==> src/rtl/graphics_command_sequencer.sv <==
// Graphics command sequencer: decodes host op codes into frame-buffer writes,
// full-buffer clears, palette assignments and buffer-switch requests.
`timescale 1ns/1ps
module graphics_command_sequencer #(
  parameter int unsigned PIXEL_COUNT   = 256000,
  parameter int unsigned ADDRESS_WIDTH = 18,
  parameter int unsigned COLOR_WIDTH   = 4
) (
  input  logic                     clock_in,
  input  logic                     reset_in,
  input  logic [7:0]               op_code_in,
  input  logic                     op_code_valid_in,
  input  logic [7:0]               operand_in,
  input  logic                     operand_valid_in,
  input  logic [31:0]              operand_count_in,
  output logic                     pixel_write_enable_out,
  output logic [ADDRESS_WIDTH-1:0] pixel_write_address_out,
  output logic [COLOR_WIDTH-1:0]   pixel_write_data_out,
  input  logic                     pixel_write_buffer_ready_in,
  output logic                     assign_color_enable_out,
  output logic [7:0]               assign_color_index_out,
  output logic [9:0]               assign_color_value_out,
  output logic                     switch_write_buffer_out,
  output logic                     busy_out,
  output logic                     command_dropped_out
);

  // state | meaning
  // IDLE  | no frame-buffer traffic; a pending buffer switch is issued here
  // PIXEL | single pixel write held until the frame buffer accepts it
  // CLEAR | fill of every pixel with the clear color, one per accepted cycle
  localparam logic [1:0] ST_IDLE  = 2'd0;
  localparam logic [1:0] ST_PIXEL = 2'd1;
  localparam logic [1:0] ST_CLEAR = 2'd2;

  localparam logic [7:0] OP_ASSIGN = 8'h10;
  localparam logic [7:0] OP_DRAW   = 8'h11;
  localparam logic [7:0] OP_CLEAR  = 8'h12;
  localparam logic [7:0] OP_SHOW   = 8'h17;

  localparam logic [ADDRESS_WIDTH-1:0] LAST_ADDR = ADDRESS_WIDTH'(PIXEL_COUNT - 1);

  logic [1:0]               state_q, state_d;
  logic                     op_valid_q, operand_valid_q;
  logic [1:0]               addr_hi_q, addr_hi_d;
  logic [7:0]               addr_mid_q, addr_mid_d;
  logic [7:0]               addr_lo_q, addr_lo_d;
  logic [ADDRESS_WIDTH-1:0] wr_addr_q, wr_addr_d;
  logic [COLOR_WIDTH-1:0]   wr_data_q, wr_data_d;
  logic                     pending_q, pending_d;
  logic                     color_en_q, color_en_d;
  logic [7:0]               color_idx_q, color_idx_d;
  logic [9:0]               color_val_q, color_val_d;
  logic                     drop_q, drop_d;

  logic        is_idle;
  logic        txn_start;
  logic        operand_stb;
  logic [17:0] draw_addr;
  logic        draw_in_range;

  assign is_idle       = (state_q == ST_IDLE);
  assign txn_start     = op_code_valid_in && !op_valid_q;
  assign operand_stb   = op_code_valid_in && operand_valid_in && !operand_valid_q;
  assign draw_addr     = {addr_hi_q, addr_mid_q, addr_lo_q};
  assign draw_in_range = (32'(draw_addr) < PIXEL_COUNT);

  always_comb begin
    state_d     = state_q;
    addr_hi_d   = addr_hi_q;
    addr_mid_d  = addr_mid_q;
    addr_lo_d   = addr_lo_q;
    wr_addr_d   = wr_addr_q;
    wr_data_d   = wr_data_q;
    pending_d   = pending_q;
    color_en_d  = 1'b0;
    color_idx_d = color_idx_q;
    color_val_d = color_val_q;
    drop_d      = 1'b0;

    case (state_q)
      ST_IDLE: begin
        if (pending_q) pending_d = 1'b0;
      end
      ST_PIXEL: begin
        if (pixel_write_buffer_ready_in) state_d = ST_IDLE;
      end
      ST_CLEAR: begin
        if (pixel_write_buffer_ready_in) begin
          if (wr_addr_q == LAST_ADDR) state_d = ST_IDLE;
          else wr_addr_d = wr_addr_q + ADDRESS_WIDTH'(1);
        end
      end
      default: state_d = ST_IDLE;
    endcase

    // A show request in IDLE goes through the pending flag and fires next cycle.
    if (txn_start && op_code_in == OP_SHOW) pending_d = 1'b1;

    if (operand_stb) begin
      case (op_code_in)
        OP_ASSIGN: begin
          case (operand_count_in)
            32'd1: color_idx_d = operand_in;
            32'd2: color_val_d[9:6] = operand_in[7:4];
            32'd3: color_val_d[5:3] = operand_in[7:5];
            32'd4: begin
              color_val_d[2:0] = operand_in[7:5];
              color_en_d       = 1'b1;
            end
            default: ;
          endcase
        end
        OP_DRAW: begin
          case (operand_count_in)
            32'd1: addr_hi_d  = operand_in[1:0];
            32'd2: addr_mid_d = operand_in;
            32'd3: addr_lo_d  = operand_in;
            32'd4: begin
              if (is_idle && draw_in_range) begin
                state_d   = ST_PIXEL;
                wr_addr_d = ADDRESS_WIDTH'(draw_addr);
                wr_data_d = COLOR_WIDTH'(operand_in[3:0]);
              end else begin
                drop_d = 1'b1;
              end
            end
            default: ;
          endcase
        end
        OP_CLEAR: begin
          if (operand_count_in == 32'd1) begin
            if (is_idle) begin
              state_d   = ST_CLEAR;
              wr_addr_d = '0;
              wr_data_d = COLOR_WIDTH'(operand_in[3:0]);
            end else begin
              drop_d = 1'b1;
            end
          end
        end
        default: ;
      endcase
    end
  end

  always_ff @(posedge clock_in) begin
    if (reset_in) begin
      state_q         <= ST_IDLE;
      op_valid_q      <= 1'b0;
      operand_valid_q <= 1'b0;
      addr_hi_q       <= '0;
      addr_mid_q      <= '0;
      addr_lo_q       <= '0;
      wr_addr_q       <= '0;
      wr_data_q       <= '0;
      pending_q       <= 1'b0;
      color_en_q      <= 1'b0;
      color_idx_q     <= '0;
      color_val_q     <= '0;
      drop_q          <= 1'b0;
    end else begin
      state_q         <= state_d;
      op_valid_q      <= op_code_valid_in;
      operand_valid_q <= operand_valid_in;
      addr_hi_q       <= addr_hi_d;
      addr_mid_q      <= addr_mid_d;
      addr_lo_q       <= addr_lo_d;
      wr_addr_q       <= wr_addr_d;
      wr_data_q       <= wr_data_d;
      pending_q       <= pending_d;
      color_en_q      <= color_en_d;
      color_idx_q     <= color_idx_d;
      color_val_q     <= color_val_d;
      drop_q          <= drop_d;
    end
  end

  assign pixel_write_enable_out  = !is_idle;
  assign pixel_write_address_out = wr_addr_q;
  assign pixel_write_data_out    = wr_data_q;
  assign busy_out                = !is_idle;
  // Only asserted in IDLE, so it can never overlap a write request.
  assign switch_write_buffer_out = is_idle && pending_q;
  assign assign_color_enable_out = color_en_q;
  assign assign_color_index_out  = color_idx_q;
  assign assign_color_value_out  = color_val_q;
  assign command_dropped_out     = drop_q;

endmodule

==> config.mk <==
export PLATFORM = sky130hd
export DESIGN_NAME = graphics_command_sequencer
export DESIGN_NICKNAME = d
export VERILOG_FILES = /design/src/rtl/graphics_command_sequencer.sv
export SDC_FILE = /design/constraint.sdc
export NUM_CORES = 1
export LEC_CHECK = 0
export CAP_MARGIN = 10
export CORE_MARGIN = 2
export CORE_UTILIZATION = 40
export CTS_CLUSTER_DIAMETER = 100
export DETAILED_ROUTE_END_ITERATION = 8
export MAX_ROUTING_LAYER = met4
export PLACE_DENSITY_LB_ADDON = 0.08
export SKIP_LAST_GASP = 1
export SLEW_MARGIN = 20
export SYNTH_ARGS = -nofsm -noshare
export SYNTH_HDL_FRONTEND = slang
export SYNTH_SLANG_ARGS = --single-unit
==> constraint.sdc <==
create_clock -name clock_in -period 2.7 [get_ports clock_in]
set_input_delay 0.54 -clock clock_in [delete_from_list [all_inputs] [get_ports clock_in]]
set_output_delay 0.54 -clock clock_in [all_outputs]
set_load 0.005 [all_outputs]
==> out/results.tsv <==
metric	value	unit
p_per_area	433.1	mW/mm²
final_antenna_net_count	0	
ys_seq_elements	65	
crit_type	in2reg	
ioPinCount	98	
finalHoldViolCount	0	
root_buffer	clkbuf_8	
cts_tree	done	
yosysSeqAreaShare	0.4240	
critPathLaunchType	primary input	
p_leak	1.815	nW
hold_path_class	reg2reg	
fin_hold_ws	0.4659	ns
drc	0	
fmax	400.2	MHz
dp_hpwl	6334	µm
critPathMaxFanout	8	
synthToLayoutAreaGrowth	45.66	%
mostFrequentLayoutCells	clkdlybuf4s50_1 (96), dfxtp_1 (65), nor2_1 (58)	
cts_buffer_depth	2	
drive_above_1_share	0.1223	
drv_slew	0	
top_layer	met4	
die_x	91.60	µm
wl_met1	4158	µm
cts_hold_buf	0	
final_nets	515	
die_h	91.60	µm
antenna_found_initial	0	
post-place-ws	-0.1293	ns
arrival	2.73	ns
wl_met3	365	µm
cts_sinks	65	
outcome	finished clean	
ys_warn_count	0	
grt_pass1_vias	2875	
rows	31	
wl	8415	µm
grt_util_all_layers	0.2170	
cts_setup_buffers	0	
fin_crit	2.499	ns
required	2.93	ns
clock_latency	0.33	ns
fin_skew	0.006727	ns
cts_buffers	9	
ir_drop	0.3516	mV
layout_setup_ws	0.2014	ns
worstSetupEndpointType	register	
initial_core_util	0.4187	
grt_setup_unrepaired	false	
wl_per_cell	14.89	µm
max_cap_viol_count	0	
ys_types	51	
syn-instance-count	346	
nFillCells	642	
final_common_cell	clkdlybuf4s50_1	
core_region_area	0.007331	mm²
cts_resized	0	
overflow	0	
finalSetupViolations	0	
fin_tns_setup	0	ns
first_pass_iters	5	
wl_met2	3789	µm
htree_levels	3	
gp_congestion	0.8759	
drtIter0Drc	121	
via_per_inst	5.209	
max-slew-margin-rel	0.5813	
syn_nets	400	
worst_slew_pin_slew	0.6280	ns
antennaDiodeCount	0	
numPortBuffers	97	
syn_avg_cell_area	8.871	µm²
grt_pass1_wl	14120	µm
syn_area	0.003069	mm²
clk_pin_slew	0.08	ns
fin_util	0.6098	
layout_worst_path_cycle_share	0.9254	
grt_max_degree	29	
die_area	0.008390	mm²
num_vias	2943	
[sequential cells by signal (all words and copies together), names as in the netlist]
register and cells:
addr_lo_q 8, assign_color_index_out 8, operand_valid_q 1, op_valid_q 1
addr_mid_q 8, assign_color_enable_out 1, assign_color_value_out 10, pixel_write_address_out 18
pending_q 1, addr_hi_q 2, pixel_write_data_out 4, command_dropped_out 1
state_q 2
[kinds of logic (layout without fill, tap and decap cells)]
group | after synthesis | count (layout) | share of synthesized area
compound gates | 40 | 40 | 0.09295
xor+xnor | 12 | 12 | 0.03424
fa+ha+maj | 1 | 1 | 0.004076
buf+inv | 16 | 136 | 0.02527
flops | 65 | 65 | 0.4240
mux | 42 | 42 | 0.1374
simple gates | 170 | 170 | 0.2821
[per-stage QoR]
step	total power, mW	std cells	cell area [µm²]
after floorplan	1.011	346	3069
after global routing	2.021	565	4471
after global placement	1.110	549	4268
after detailed placement	1.112	549	4268
after CTS	1.956	565	4471
final	1.936	565	4471
[cells in the mapped netlist (all sizes together)]
cell type | n | area [µm²]
and4b | 1 | 10.01
o31ai | 1 | 7.510
nor2 | 58 | 217.7
ha | 1 | 12.51
nor4 | 12 | 81.33
nand3b | 2 | 15.01
or2 | 3 | 21.27
a31o | 1 | 8.760
o211ai | 3 | 22.52
inv | 3 | 11.26
o21ai | 5 | 28.77
xor2 | 5 | 43.79
and2 | 3 | 18.77
and3b | 1 | 8.760
a22oi | 2 | 15.01
or3 | 1 | 6.260
a32oi | 1 | 8.760
nand2 | 39 | 148.9
a41oi | 2 | 17.52
nor3b | 2 | 15.01
and4 | 3 | 26.28
mux2i | 41 | 410.4
a21oi | 17 | 115.1
o2111ai | 2 | 17.52
a31oi | 3 | 18.77
buf | 5 | 36.28
nor2b | 3 | 18.77
nor4b | 2 | 17.52
o311ai | 1 | 8.760
and4bb | 2 | 25.02
nand4 | 14 | 87.58
mux2 | 1 | 11.26
a21o | 1 | 7.510
xnor2 | 7 | 61.31
nand4b | 2 | 17.52
dfxtp | 65 | 1301
nor3 | 12 | 71.32
clkbuf | 8 | 30.03
a211o | 1 | 8.760
and3 | 3 | 18.77
nand3 | 7 | 40.04
[power by group]
part           total (mW)  switching [mW]  internal, mW
sequential          0.960        0.000350         0.959
combinational       0.130          0.0499        0.0800
clock               0.847           0.392         0.455
[metal layers]
layer	vias to the layer above	GRT usage
li1	1478	-
met1	1369	0.2959
met2	87	0.3223
met3	9	0.04813
met4	0	0.06313
met5	-	-
[final timing paths]
check / startpoint / end / slack [ns] / depth (start not counted)
hold / removal: addr_mid_q[1] / pixel_write_address_out[9] / 0.47 / 2
setup / recovery: operand_count_in[25] / assign_color_index_out[3] / 0.20 / 8
setup reg to reg: pixel_write_address_out[13] / pixel_write_address_out[1] / 0.74 / 6
hold reg to reg: addr_mid_q[1] / pixel_write_address_out[9] / 0.47 / 2
[worst max-delay path: stages]
cell and delay [ns]:
clkdlybuf4s50_1 0.40, nor4_1 0.36, nand4_1 0.33, nor4_1 0.37, buf_4 0.17, nand3_2 0.24, mux2i_1 0.25, nor2_1 0.05
[final cells by class]
type	instances	area [µm²]	area share
sequential	65	1301	0.2911
clock buffer	10	137.6	0.03079
clock inverter	6	65.06	0.01455
multi-input combinational	265	1690	0.3781
timing repair buffer	117	1141	0.2552
inverter	3	11.26	0.002519
tap	99	123.9	0.02771
No activity file was read; power rests on OpenSTA's default activity.
